### config.mk
export PLATFORM = sky130hd
export DESIGN_NAME = alu_mdu
export DESIGN_NICKNAME = d
export VERILOG_FILES = /design/src/rtl/alu_mdu.sv
export SDC_FILE = /design/constraint.sdc
export NUM_CORES = 1
export LEC_CHECK = 0
export CORE_ASPECT_RATIO = 1.5
export CORE_MARGIN = 2
export CORE_UTILIZATION = 38
export CTS_CLUSTER_SIZE = 24
export DETAILED_ROUTE_END_ITERATION = 8
export DONT_BUFFER_PORTS = 1
export HOLD_SLACK_MARGIN = 0.1
export PLACE_DENSITY = 0.56
export SYNTH_ARGS = -nofsm -noshare
export SYNTH_HDL_FRONTEND = slang
export SYNTH_SLANG_ARGS = --single-unit
### constraint.sdc
create_clock -name clk -period 7.55 [get_ports clk]
set_input_delay 0.755 -clock clk [delete_from_list [all_inputs] [get_ports clk]]
set_output_delay 0.755 -clock clk [all_outputs]
set_load 0.02 [all_outputs]
### src/rtl/alu_mdu.sv
// Execution-stage ALU with an iterative shift-add multiplier and restoring divider.
// Simple ops finish in one cycle; MUL/DIV hold busy and own the HI register.
module alu_mdu #(
  parameter int WIDTH     = 32,
  parameter int MUL_STEPS = 32
) (
  input  logic             clk,
  input  logic             rst_n,
  input  logic             start,
  input  logic [3:0]       ALUop,
  input  logic [WIDTH-1:0] a,
  input  logic [WIDTH-1:0] b,
  output logic [WIDTH-1:0] result,
  output logic             done,
  output logic             busy,
  output logic             ovf,
  output logic             illegal,
  output logic             div0
);

  localparam int CW = $clog2(MUL_STEPS);
  localparam logic [CW-1:0] LAST_STEP = CW'(MUL_STEPS - 1);

  localparam logic [3:0] OP_ADD  = 4'd0;
  localparam logic [3:0] OP_SUB  = 4'd1;
  localparam logic [3:0] OP_SLT  = 4'd2;
  localparam logic [3:0] OP_MUL  = 4'd3;
  localparam logic [3:0] OP_DIV  = 4'd4;
  localparam logic [3:0] OP_MFHI = 4'd5;

  typedef enum logic [1:0] {S_IDLE, S_MUL, S_DIV, S_FIX} state_t;

  state_t           state_q, state_d;
  logic [CW-1:0]    cnt_q, cnt_d;
  logic [WIDTH-1:0] opa_q, opa_d;   // MUL: shifting multiplicand; DIV: dividend -> quotient
  logic [WIDTH-1:0] opb_q, opb_d;   // MUL: shifting multiplier;   DIV: divisor magnitude
  logic [WIDTH-1:0] acc_q, acc_d;   // MUL: partial product;       DIV: partial remainder
  logic             a_neg_q, a_neg_d, b_neg_q, b_neg_d;
  logic             zero_q, zero_d;
  logic [WIDTH-1:0] hi_q, hi_d;
  logic [WIDTH-1:0] result_q, result_d;
  logic             done_q, done_d, ovf_q, ovf_d, illegal_q, illegal_d, div0_q, div0_d;

  logic [WIDTH-1:0] sum, diff, a_mag, b_mag, acc_step;
  logic [WIDTH:0]   rem_shift, trial;
  logic             slt;

  assign sum       = a + b;
  assign diff      = a - b;
  assign slt       = $signed(a) < $signed(b);
  assign a_mag     = a[WIDTH-1] ? -a : a;
  assign b_mag     = b[WIDTH-1] ? -b : b;
  assign acc_step  = acc_q + (opb_q[0] ? opa_q : '0);
  assign rem_shift = {acc_q, opa_q[WIDTH-1]};
  assign trial     = rem_shift - {1'b0, opb_q};

  always_comb begin
    // NOTE: every signal written here gets a default first, otherwise a path that skips it infers a latch.
    state_d   = state_q;
    cnt_d     = cnt_q;
    opa_d     = opa_q;
    opb_d     = opb_q;
    acc_d     = acc_q;
    a_neg_d   = a_neg_q;
    b_neg_d   = b_neg_q;
    zero_d    = zero_q;
    hi_d      = hi_q;
    result_d  = result_q;
    done_d    = 1'b0;
    ovf_d     = ovf_q;
    illegal_d = illegal_q;
    div0_d    = div0_q;

    unique case (state_q)
      S_IDLE: begin
        if (start) begin
          a_neg_d = a[WIDTH-1];
          b_neg_d = b[WIDTH-1];
          opa_d   = a_mag;
          opb_d   = b_mag;
          acc_d   = '0;
          cnt_d   = '0;
          zero_d  = (b == '0);
          if (ALUop == OP_MUL) begin
            state_d = S_MUL;
          end else if (ALUop == OP_DIV) begin
            state_d = S_DIV;
          end else begin
            done_d    = 1'b1;
            ovf_d     = 1'b0;
            illegal_d = 1'b0;
            div0_d    = 1'b0;
            case (ALUop)
              OP_ADD: begin
                result_d = sum;
                ovf_d    = (a[WIDTH-1] == b[WIDTH-1]) && (sum[WIDTH-1] != a[WIDTH-1]);
              end
              OP_SUB: begin
                result_d = diff;
                ovf_d    = (a[WIDTH-1] != b[WIDTH-1]) && (diff[WIDTH-1] != a[WIDTH-1]);
              end
              OP_SLT:  result_d = {{(WIDTH-1){1'b0}}, slt};
              OP_MFHI: result_d = hi_q;
              default: begin
                result_d  = '0;
                illegal_d = 1'b1;
              end
            endcase
          end
        end
      end

      S_MUL: begin
        acc_d = acc_step;
        opa_d = opa_q << 1;
        opb_d = opb_q >> 1;
        cnt_d = cnt_q + CW'(1);
        if (cnt_q == LAST_STEP) begin
          state_d   = S_IDLE;
          done_d    = 1'b1;
          result_d  = (a_neg_q ^ b_neg_q) ? -acc_step : acc_step;
          ovf_d     = 1'b0;
          illegal_d = 1'b0;
          div0_d    = 1'b0;
        end
      end

      S_DIV: begin
        // A zero divisor only burns the cycles so latency stays fixed.
        if (!zero_q) begin
          if (!trial[WIDTH]) begin
            acc_d = trial[WIDTH-1:0];
            opa_d = {opa_q[WIDTH-2:0], 1'b1};
          end else begin
            acc_d = rem_shift[WIDTH-1:0];
            opa_d = {opa_q[WIDTH-2:0], 1'b0};
          end
        end
        cnt_d = cnt_q + CW'(1);
        if (cnt_q == LAST_STEP) state_d = S_FIX;
      end

      S_FIX: begin
        state_d   = S_IDLE;
        done_d    = 1'b1;
        ovf_d     = 1'b0;
        illegal_d = 1'b0;
        div0_d    = zero_q;
        if (zero_q) begin
          result_d = '1;
          hi_d     = a_neg_q ? -opa_q : opa_q;
        end else begin
          result_d = (a_neg_q ^ b_neg_q) ? -opa_q : opa_q;
          hi_d     = a_neg_q ? -acc_q : acc_q;
        end
      end

      default: state_d = S_IDLE;
    endcase
  end

  always_ff @(posedge clk or negedge rst_n) begin
    if (!rst_n) begin
      state_q   <= S_IDLE;
      cnt_q     <= '0;
      opa_q     <= '0;
      opb_q     <= '0;
      acc_q     <= '0;
      a_neg_q   <= 1'b0;
      b_neg_q   <= 1'b0;
      zero_q    <= 1'b0;
      hi_q      <= '0;
      result_q  <= '0;
      done_q    <= 1'b0;
      ovf_q     <= 1'b0;
      illegal_q <= 1'b0;
      div0_q    <= 1'b0;
    end else begin
      // NOTE: non-blocking assignments so every register samples the pre-edge values.
      state_q   <= state_d;
      cnt_q     <= cnt_d;
      opa_q     <= opa_d;
      opb_q     <= opb_d;
      acc_q     <= acc_d;
      a_neg_q   <= a_neg_d;
      b_neg_q   <= b_neg_d;
      zero_q    <= zero_d;
      hi_q      <= hi_d;
      result_q  <= result_d;
      done_q    <= done_d;
      ovf_q     <= ovf_d;
      illegal_q <= illegal_d;
      div0_q    <= div0_d;
    end
  end

  assign result  = result_q;
  assign done    = done_q;
  assign busy    = (state_q != S_IDLE);
  assign ovf     = ovf_q;
  assign illegal = illegal_q;
  assign div0    = div0_q;

endmodule

==> implementation parameters, run 1 <==
Parameter                              Value

Run status
  Result of the run ... complete, no violations

Routing
  Final routed wire length divided by cell count ... 22.5 um
  Antenna-violating nets left ... 0
  Residual DRC count ... 0
  Routed vias ... 19400
  First-pass DRT Iterations ... 6
  Number of violations reported at the end of detailed-routing iteration 0 ... 1703
  Routed wire length ... 72700 um
  Per-cell via count in the routed design ... 5.99

Worst setup path
  Critical path type ... reg2reg
  Highest fanout seen on the critical path ... 34
  R2R Path Start ... opb_q[0]$_DFFE_PN0P_
  Worst Setup SP ... opb_q[0]$_DFFE_PN0P_
  Endpoint class of the critical path ... flop
  Worst setup slack for register-to-register paths ... 1.33 ns
  Required time at the endpoint of the critical path ... 7.87 ns
  Element type at the critical path start ... flop
  Cells on worst reg2reg path ... 15
  Worst path arrival time ... 6.54 ns
  Endpoint of the lowest-slack register-to-register path ... result[23]$_DFFE_PN0P_

Global routing
  Wire length of the first global-routing pass ... 111000 um
  Number of global-route vias before repair ... 19000
  Total gr overflow ... 0
  Total global routing track utilization ... 26.6%
  Number of antenna violations at the first check in global routing ... 1
  Largest net degree at the start of global routing ... 175

Clock network
  Number of buffers on the longest clock path ... 2
  CTS root buffer ... clkbuf_16
  TritonCTS buffer count ... 17
  CTS tree ... built
  Number of setup buffers added after CTS ... 0
  Total of cells resized after clock tree synthesis ... 0
  Clock-pin transition on the worst setup and hold timing paths ... 0.08 ns
  Number of H-tree levels ... 4
  Worst-skew pair later-pin latency ... 0.46 ns
  Count of clock tree sinks ... 174

Power and ir drop
  Power per cell area ... 441 mW/mm2
  Maximum VDD drop ... 0.247 mV
  Cell leakage power ... 8.75 nW
  Overall Power ... 0.00917 W

Synthesis
  Number of cells produced by synthesis ... 2686
  Synth area leader ... dfrtp_1
  Mapped Area ... 0.0198 mm2
  Sequential share of the synthesized area ... 22.0%
  Syn Nets ... 2900
  Largest cells by area after synthesis ... dfrtp_1 (22%), ha_1 (8.8%), xnor2_1 (6.9%)
  Ys Warns ... 0
  Synth cell types ... 83
  Predominant post-synthesis flop cell ... dfrtp_1
  Fraction of synthesis flops using an asynchronous set or reset pin ... 100%
  Portion of synthesized cell area occupied by the leading cell type ... 22.0%
  Number of enable flip-flop cells after synthesis ... 0
  Avg Synthesized Cell Area ... 7.36 um2
  Count of state elements after synthesis ... 174

Worst hold path
  Class of the most critical hold timing path ... in2async

Floorplan
  Core ar. ... 0.0516 mm2
  Die Y ... 283 um
  Initial Utilization ... 38.3%
  X dimension of the die ... 190 um
  Full die area ... 0.0539 mm2
  Boundary Pins ... 108
  Placement Rows ... 102

Placed design
  Sum of net half-perimeters after detailed placement ... 56900 um
  Placed instance area ... 0.0202 mm2
  Last weighted congestion value of the routability-driven placer ... 0.962
  Count of buffers from port buffering ... 0

STA
  Count of final max-slew check failures ... 0
  Number of setup violations in the final report ... 0
  Fraction of the cycle the final worst path needs ... 82.4%
  Number of hold violations in the final report ... 0
  RSZ-0062 raised after global routing ... no
  Max transition margin ... 13.8%
  Maximum operating frequency ... 161 MHz
  Setup skew after layout ... 0.0117 ns
  Post-route minimum period ... 6.22 ns
  Worst Tran Pin Value ... 1.28 ns
  Final-layout setup total negative slack ... 0 ns

Layout
  Fraction of final layout cells sized beyond drive strength 1 ... 4.25%
  Layout fillers ... 5397
  Area growth, synth to finish ... 5.17%
  Antenna cells ... 0
  Post-route cell area ... 0.0208 mm2
  Reg area ... 0.00436 mm2
  Total Nets Final ... 2763
  Area of the multi-input gates ... 0.0143 mm2

Run
  Max capacitance violation total ... 0
-- synth_stat cells (17+ instances only) --
cell / count
or4_1: 19
nor3_1: 49
nor2b_1: 22
nor2_1: 217
o221ai_1: 22
dfrtp_1: 174
mux2_2: 17
ha_1: 139
a21oi_1: 233
a211oi_1: 21
inv_1: 142
o41ai_1: 22
a31oi_1: 32
nand4_1: 19
a22oi_1: 21
nand2b_1: 23
o21ai_0: 256
nand3_1: 50
and2_1: 47
or3_1: 32
xor2_1: 89
nand2_1: 307
clkbuf_1: 157
mux2i_1: 38
o21a_1: 24
o31ai_1: 53
xnor2_1: 156
o211ai_1: 39
a21o_1: 36
and3_1: 19
-- registers in the layout (all words and copies together) (netlist names), 2 cells and up --
signal   cells
opa_q       32
acc_q       32
opb_q       32
hi_q        32
result      32
state_q      2
cnt_q        5
-- power breakdown --
group / switching [W] / leakage (nW) / total (W) / internal [W]
Combinational: 0.00384 / 6.23 / 0.00620 / 0.00236
Sequential: 0.000749 / 2.23 / 0.00206 / 0.00131
Clock: 0.000448 / 0.287 / 0.000915 / 0.000467
-- what timing repair did --
| item | in CTS | in global routing |
|---|---|---|
| hold buffers | 1 | 0 |
| hold endpoints to repair | 174 | 0 |
| setup endpoints to repair | 0 | 0 |
-- logic make-up after synthesis --
logic type      synth area share [%]
simple gates                    20.6
mux                             3.01
xor+xnor                        10.9
compound gates                  28.2
flops                           22.0
fa+ha+maj                       9.21
buf+inv                         6.10
-- placed cells by master, fill, tap and decap left out, types with 32 or more instances in the layout --
cell      netlist  routed
inv_1         142     142
xnor2_1       156     154
a31oi_1        32      32
and2_1         47      47
o31ai_1        53      53
nor2_1        217     217
a21oi_1       233     233
nand3_1        50      50
dfrtp_1       174     172
xor2_1         89      88
a21o_1         36      35
nand2_1       307     307
mux2i_1        38      38
nor3_1         49      47
ha_1          139     137
o21ai_0       256     256
o211ai_1       39      39
or3_1          32      32
-- routing by layer --
metal	part of all wire (%)	vias to the layer above	global-route usage (%)	wire (um)
li1	-	9321	-	-
met1	42	9351	33.2	30600
met2	49	603	46.2	35900
met3	5.0	123	3.38	3620
met4	3.7	0	10.1	2660
met5	0	-	0	0
-- worst max-delay path, cell delays in order (launching register included) --
cell,delay [ns]
dfrtp_1,1.02
and2_1,0.24
ha_1,0.19
inv_1,0.07
fa_1,0.40
nor2b_1,0.37
o2111ai_1,0.32
a311oi_1,0.80
o31ai_1,0.19
a32oi_1,0.32
o221ai_1,0.25
nor4_1,1.10
a21oi_1,0.21
xnor2_1,0.18
a221oi_1,0.31
o21ai_0,0.11
-- final cells by class --
cell class,count,share of cell area (%)
Tap cell,676,4.07
Inverter,143,2.58
Multi-Input combinational cell,2194,68.8
Clock inverter,15,0.747
Timing Repair Buffer,19,0.783
Sequential cell,174,21.0
Clock buffer,17,2.05
-- worst max path at each step --
stage	end	slack, ns	depth (start not counted)
global route	result[23]$_DFFE_PN0P_	0.96	15
floorplan	result[28]$_DFFE_PN0P_	3.35	15
CTS	result[23]$_DFFE_PN0P_	1.49	15
global placement	result[23]$_DFFE_PN0P_	1.69	15
finish	result[23]$_DFFE_PN0P_	1.33	15
detailed placement	result[23]$_DFFE_PN0P_	1.49	15
-- through the flow --
stage                     cells  setup slack [ns]  hold slack, ns  util, %
after detailed placement   3205              1.49           0.464     39.1
final                      3238              1.33           0.300     40.3
after global placement     3205              1.69           0.466     39.1
after floorplan            2686              3.35           0.456        -
after CTS                  3238              1.49           0.367     40.3
after global routing       3238             0.957           0.396     40.3
(Power assumes the default switching activity.)
==> inputs of run 2 (changes only) <==
==> constraint.sdc (replaced) <==
create_clock -name clk -period 6.5 [get_ports clk]
set_input_delay 0.65 -clock clk [delete_from_list [all_inputs] [get_ports clk]]
set_output_delay 0.65 -clock clk [all_outputs]
set_load 0.02 [all_outputs]
==> implementation parameters, run 2 (synthesized netlist as in run 1, its figures left out) <==
Parameter                              Value

Run status
  Result of the run ... complete, no violations

Floorplan
  Placement Rows ... 102 (unchanged)
  Core ar. ... 0.0516 mm2 (unchanged)
  Initial Utilization ... 38.3% (unchanged)
  Full die area ... 0.0539 mm2 (unchanged)
  Die Y ... 283 um (unchanged)
  Boundary Pins ... 108 (unchanged)
  X dimension of the die ... 190 um (unchanged)

Worst setup path
  Highest fanout seen on the critical path ... 31 (-8.8%)
  Required time at the endpoint of the critical path ... 6.86 ns (-1.01 ns)
  R2R Path Start ... opb_q[0]$_DFFE_PN0P_
  Endpoint class of the critical path ... flop
  Worst path arrival time ... 5.74 ns (-0.80 ns)
  Worst Setup SP ... opb_q[0]$_DFFE_PN0P_
  Critical path type ... reg2reg
  Worst setup slack for register-to-register paths ... 1.13 ns (-0.21 ns)
  Element type at the critical path start ... flop

Layout
  Utilization after layout ... 40.4% (+0.11 points)
  Reg area ... 0.00436 mm2 (unchanged)
  Area of the multi-input gates ... 0.0143 mm2 (about the same)
  Most frequent standard cell in the layout excluding fill and tap cells ... nand2_1
  Antenna cells ... 0 (unchanged)
  Total Nets Final ... 2767 (+0.14%)
  Fraction of final layout cells sized beyond drive strength 1 ... 4.40% (+0.15 points)
  Leading cell types in the layout, fill and taps excluded ... nand2_1 (307), o21ai_0 (256), a21oi_1 (233)
  Area growth, synth to finish ... 5.46%
  Layout fillers ... 5361 (-0.67%)

STA
  Final-layout setup total negative slack ... 0 ns (unchanged)
  Smallest hold slack ... 0.181 ns (-0.120 ns)
  Max transition margin ... 23.2% (+9.4 points)
  Post-route minimum period ... 5.37 ns (-0.844 ns)
  Worst Tran Pin Value ... 1.15 ns (-0.133 ns)
  Count of final max-slew check failures ... 0 (unchanged)
  RSZ-0062 raised after global routing ... no
  Number of setup violations in the final report ... 0 (unchanged)
  Number of hold violations in the final report ... 0 (unchanged)
  Fraction of the cycle the final worst path needs ... 82.7% (+0.32 points)
  Setup skew after layout ... 0.0107 ns (-0.000994 ns)
  Maximum operating frequency ... 186 MHz (+16%)

Worst hold path
  Class of the most critical hold timing path ... in2async

Routing
  Number of violations reported at the end of detailed-routing iteration 0 ... 1625 (-4.6%)
  Total length of routed met3 wires ... 4080 um (+13%)
  Routed vias ... 19500 (+0.39%)
  Top routing layer in use ... met4
  Antenna-violating nets left ... 0 (unchanged)
  Per-cell via count in the routed design ... 6.01 (+0.27%)
  Met1 wire length ... 30000 um (-1.9%)
  First-pass DRT Iterations ... 5 (-1)
  Met2 WL ... 35000 um (-2.3%)
  Routed wire length ... 73000 um (+0.36%)
  Residual DRC count ... 0 (unchanged)
  Final routed wire length divided by cell count ... 22.5 um (+0.24%)

Clock network
  TritonCTS buffer count ... 17 (unchanged)
  Total of cells resized after clock tree synthesis ... 0 (unchanged)
  Count of clock tree sinks ... 174 (unchanged)
  Worst-skew pair later-pin latency ... 0.47 ns (about the same)
  CTS tree ... built
  Number of buffers on the longest clock path ... 2 (unchanged)
  Clock-pin transition on the worst setup and hold timing paths ... 0.08 ns (about the same)
  Number of H-tree levels ... 4 (unchanged)
  CTS root buffer ... clkbuf_16

Global routing
  Largest net degree at the start of global routing ... 175 (unchanged)
  Total gr overflow ... 0 (unchanged)
  Total global routing track utilization ... 26.9% (+0.33 points)
  Number of global-route vias before repair ... 18900 (-0.33%)
  Number of antenna violations at the first check in global routing ... 0 (-1)
  Wire length of the first global-routing pass ... 112000 um (+0.63%)

Power and ir drop
  Maximum VDD drop ... 0.302 mV (+22%)
  Cell leakage power ... 8.78 nW (+0.42%)
  Power per cell area ... 517 mW/mm2 (+17%)

Placed design
  Sum of net half-perimeters after detailed placement ... 57700 um (+1.5%)
  Count of buffers from port buffering ... 0 (unchanged)
  Last weighted congestion value of the routability-driven placer ... 0.908 (-5.7%)

Run
  Max capacitance violation total ... 0 (unchanged)
run 2: cell count changes in the layout (fill, tap and decap cells not counted), sizes merged:
cell / previous run / this run
inv: 149 / 152
clkinv: 7 / 3
buf: 19 / 23
bufinv: 1 / 2
run 2: path summary, 6_finish.rpt:
path                                          end  cells past startpoint
max                        result[28]$_DFFE_PN0P_                     16
min                         result[7]$_DFFE_PN0P_                      1
max reg2reg                result[28]$_DFFE_PN0P_                     16
min reg2reg                  cnt_q[4]$_DFFE_PN0P_                      2
max in group asynchronous      zero_q$_DFFE_PN0P_                      1
min in group clk               zero_q$_DFFE_PN0P_                      1
run 2: routing by layer:
metal	GRT usage, %	up-vias
met5	0	-
met4	13.4	0
met3	3.28	146
met2	45.4	660
met1	33.7	9329
li1	-	9339
run 2: layout make-up:
cell class | instances | share of cell area (%)
flip-flops and latches | 174 | 20.9
repair buffers | 23 | 0.925
clock inverters | 15 | 0.913
multi-input cells | 2194 | 68.6
inverters | 143 | 2.58
clock buffers | 17 | 2.04
well taps | 676 | 4.06
run 2: critical path, cell delays in order, from the launching register on:
cell	delay (ns)
dfrtp_1	0.40
buf_4	0.30
and2_1	0.17
ha_1	0.19
inv_1	0.06
fa_1	0.41
nor2b_1	0.38
o2111ai_1	0.32
a31o_2	0.36
a211oi_1	0.66
o21a_1	0.20
o21ai_0	0.17
a211oi_1	0.59
nand4b_1	0.20
nor4b_1	0.18
or4_1	0.48
o22a_1	0.18
run 2: what timing repair did:
action / in CTS / in global routing
endpoints found under the hold margin: 174 / 0
setup buffers: 0 / 0
hold buffers: 1 / 0
setup endpoints to repair: 0 / 0
run 2: power breakdown:
part | switching (W) | leakage (nW) | internal (W) | total (W)
Clock | 0.000538 | 0.300 | 0.000588 | 0.00113
Sequential | 0.000846 | 2.23 | 0.00152 | 0.00236
Combinational | 0.00452 | 6.25 | 0.00276 | 0.00728
run 2: per-stage QoR:
stage | worst slack (ns) | area [um2] | instances | total power [W]
3_5_place_dp | 1.23 | 20200 | 3209 | 0.00948
5_1_grt | 0.795 | 20800 | 3242 | 0.0116
3_3_place_gp | 1.37 | 20200 | 3209 | 0.00940
2_1_floorplan | 2.30 | 19800 | 2686 | 0.00744
4_1_cts | 1.21 | 20800 | 3242 | 0.0107
6_report | 1.13 | 20800 | 3242 | 0.0108
==> inputs of run 3 (changes only) <==
==> constraint.sdc (replaced) <==
create_clock -name clk -period 5.05 [get_ports clk]
set_input_delay 0.505 -clock clk [delete_from_list [all_inputs] [get_ports clk]]
set_output_delay 0.505 -clock clk [all_outputs]
set_load 0.02 [all_outputs]
==> implementation parameters, run 3 (synthesized netlist as in run 1, its figures left out) <==
Parameter                              Value

Power and ir drop
  Proportion of power drawn by flip-flops and latches ... 21.4% (-0.6 points)
  Fraction of power consumed by the clock network ... 9.2% (-1.3 points)
  Cell leakage power ... 8.89 nW (+1.2%)
  Net switching power figure ... 0.00773 W (+31%)
  Proportion of total power due to net switching ... 54.8% (about the same)
  Power per cell area ... 671 mW/mm2 (+30%)
  Maximum VDD drop ... 0.351 mV (+16%)
  Internal Dissipation ... 0.00637 W (+31%)
  Part of the power in combinational logic ... 69.4% (+1.8 points)

Layout
  Most frequent standard cell in the layout excluding fill and tap cells ... nand2_1
  Fraction of final layout cells sized beyond drive strength 1 ... 5.51% (+1.1 points)
  Area growth, synth to finish ... 6.35%
  Area of the multi-input gates ... 0.0143 mm2 (+0.10%)
  Layout fillers ... 5440 (+1.5%)
  Reg area ... 0.00436 mm2 (about the same)
  Antenna cells ... 0 (unchanged)
  Total Nets Final ... 2795 (+1.0%)
  Post-route cell area ... 0.0210 mm2 (+0.84%)
  Utilization after layout ... 40.8% (+0.34 points)
  Leading cell types in the layout, fill and taps excluded ... nand2_1 (307), o21ai_0 (256), a21oi_1 (233)

Routing
  Routed vias ... 19700 (+1.2%)
  Number of violations reported at the end of detailed-routing iteration 0 ... 1664 (+2.4%)
  Met2 WL ... 36100 um (+3.0%)
  Final routed wire length divided by cell count ... 22.8 um (+1.2%)
  Total length of routed met3 wires ... 4190 um (+2.6%)
  Residual DRC count ... 0 (unchanged)
  Top routing layer in use ... met4
  First-pass DRT Iterations ... 7 (+2)
  Met1 wire length ... 30800 um (+2.6%)
  Routed wire length ... 74500 um (+2.1%)
  Antenna-violating nets left ... 0 (unchanged)
  Per-cell via count in the routed design ... 6.03 (+0.31%)

Worst setup path
  Cells on worst reg2reg path ... 13 (-3)
  Highest fanout seen on the critical path ... 7 (-77%)
  Worst path arrival time ... 5.06 ns (-0.68 ns)
  Required time at the endpoint of the critical path ... 5.40 ns (-1.46 ns)
  Endpoint class of the critical path ... flop
  Critical path type ... reg2reg
  Endpoint of the lowest-slack register-to-register path ... result[28]$_DFFE_PN0P_
  Element type at the critical path start ... flop
  Worst-path cell with the longest stage delay ... a2111oi_2
  Crit-path cells ... and2_1 -> ha_1 -> a21oi_1 -> o211ai_1 -> and2_1 -> or3_1 -> a2111oi_2 -> nand4b_1 -> nor3_2 -> nand4b_1 -> nor4b_1 -> or4_1 -> o22a_1
  Worst setup slack for register-to-register paths ... 0.34 ns (-0.78 ns)
  R2R Path Start ... opa_q[6]$_DFFE_PN0P_
  Worst Setup SP ... opa_q[6]$_DFFE_PN0P_
  Largest stage delay on the critical path ... 0.54 ns (-0.12 ns)

Global routing
  Total global routing track utilization ... 27.5% (+0.59 points)
  Number of global-route vias before repair ... 19000 (+0.20%)
  Largest net degree at the start of global routing ... 175 (unchanged)
  Wire length of the first global-routing pass ... 114000 um (+2.1%)
  Total gr overflow ... 0 (unchanged)
  Number of antenna violations at the first check in global routing ... 0 (unchanged)

Placed design
  Count of buffers from port buffering ... 0 (unchanged)
  Sum of net half-perimeters after detailed placement ... 58300 um (+1.0%)
  Last weighted congestion value of the routability-driven placer ... 0.935 (+3.0%)
  Placed instance area ... 0.0204 mm2 (+1.2%)
  Post-Place Setup Slack ... -0.00660 ns (-1.24 ns)

STA
  RSZ-0062 raised after global routing ... no
  Number of setup violations in the final report ... 0 (unchanged)
  Final-layout setup total negative slack ... 0 ns (unchanged)
  Setup skew after layout ... 0.0149 ns (+0.00415 ns)
  Post-route worst setup slack ... 0.344 ns (-0.782 ns)
  Count of final max-slew check failures ... 0 (unchanged)
  Post-route minimum period ... 4.71 ns (-0.668 ns)
  Worst Tran Pin Value ... 1.27 ns (+0.122 ns)
  Maximum operating frequency ... 212 MHz (+14%)
  Fraction of the cycle the final worst path needs ... 93.2% (+11 points)
  Max transition margin ... 15.3% (-7.9 points)
  Number of hold violations in the final report ... 0 (unchanged)

Floorplan
  Full die area ... 0.0539 mm2 (unchanged)
  Initial Utilization ... 38.3% (unchanged)
  Boundary Pins ... 108 (unchanged)
  X dimension of the die ... 190 um (unchanged)
  Die Y ... 283 um (unchanged)
  Core ar. ... 0.0516 mm2 (unchanged)
  Placement Rows ... 102 (unchanged)

Clock network
  Number of H-tree levels ... 4 (unchanged)
  TritonCTS buffer count ... 17 (unchanged)
  Worst-skew pair later-pin latency ... 0.47 ns (about the same)
  CTS root buffer ... clkbuf_16
  Number of buffers on the longest clock path ... 2 (unchanged)
  Count of clock tree sinks ... 174 (unchanged)
  Number of setup buffers added after CTS ... 0 (unchanged)
  CTS tree ... built
  Clock-pin transition on the worst setup and hold timing paths ... 0.07 ns (about the same)

Run status
  Result of the run ... complete, no violations

Run
  Max capacitance violation total ... 0 (unchanged)

Worst hold path
  Class of the most critical hold timing path ... in2async
-- run 3: per-stage QoR --
stage	total power (W)	hold slack, ns	std cells
5_1_grt	0.0152	0.145	3270
3_5_place_dp	0.0125	0.214	3237
4_1_cts	0.0139	0.127	3270
6_report	0.0141	0.0741	3270
3_3_place_gp	0.0125	0.215	3237
2_1_floorplan	0.00958	0.209	2686
-- run 3: worst max path at each step --
stage	endpoint	slack (ns)
after floorplan	result[28]$_DFFE_PN0P_	0.85
after global placement	result[28]$_DFFE_PN0P_	0.1
after detailed placement	result[28]$_DFFE_PN0P_	-0.007
after CTS	result[28]$_DFFE_PN0P_	0.16
after global routing	result[29]$_DFFE_PN0P_	0.06
final	result[28]$_DFFE_PN0P_	0.34
-- run 3: power groups by stage --
stage	Sequential [W]	Clock, W	Combinational (W)
2_1_floorplan	0.00249	0	0.00709
3_3_place_gp	0.00299	0	0.00947
3_5_place_dp	0.00302	0	0.00952
4_1_cts	0.00299	0.00131	0.00963
5_1_grt	0.00308	0.00136	0.0107
6_report	0.00301	0.00130	0.00979
-- run 3: cell type report --
type                    count  share of cell area (%)
clock buffers              19                    2.06
repair buffers             51                    2.04
inverters                 143                    2.55
well taps                 676                    4.02
flip-flops and latches    174                    20.7
clock inverters            13                   0.506
multi-input cells        2194                    68.1
-- run 3: what timing repair did --
item / in CTS / in global routing
setup endpoints to repair: 1 / 3
gates resized for setup: 1 / 4
pin swaps: 0 / 1
hold endpoints to repair: 174 / 0
hold buffers: 1 / 0
-- run 3: worst max-delay path, delay by kind of cell (launching register included) --
kind / cells / cell delay, ns
simple gates: 8 / 2.39
fa+ha+maj: 1 / 0.36
flops: 1 / 0.48
compound gates: 4 / 1.35
-- run 3: routing by layer --
layer | vias up | track usage, %
met5 | - | 0
met4 | 0 | 12.2
met3 | 144 | 3.58
met2 | 694 | 46.8
met1 | 9450 | 34.5
li1 | 9416 | -
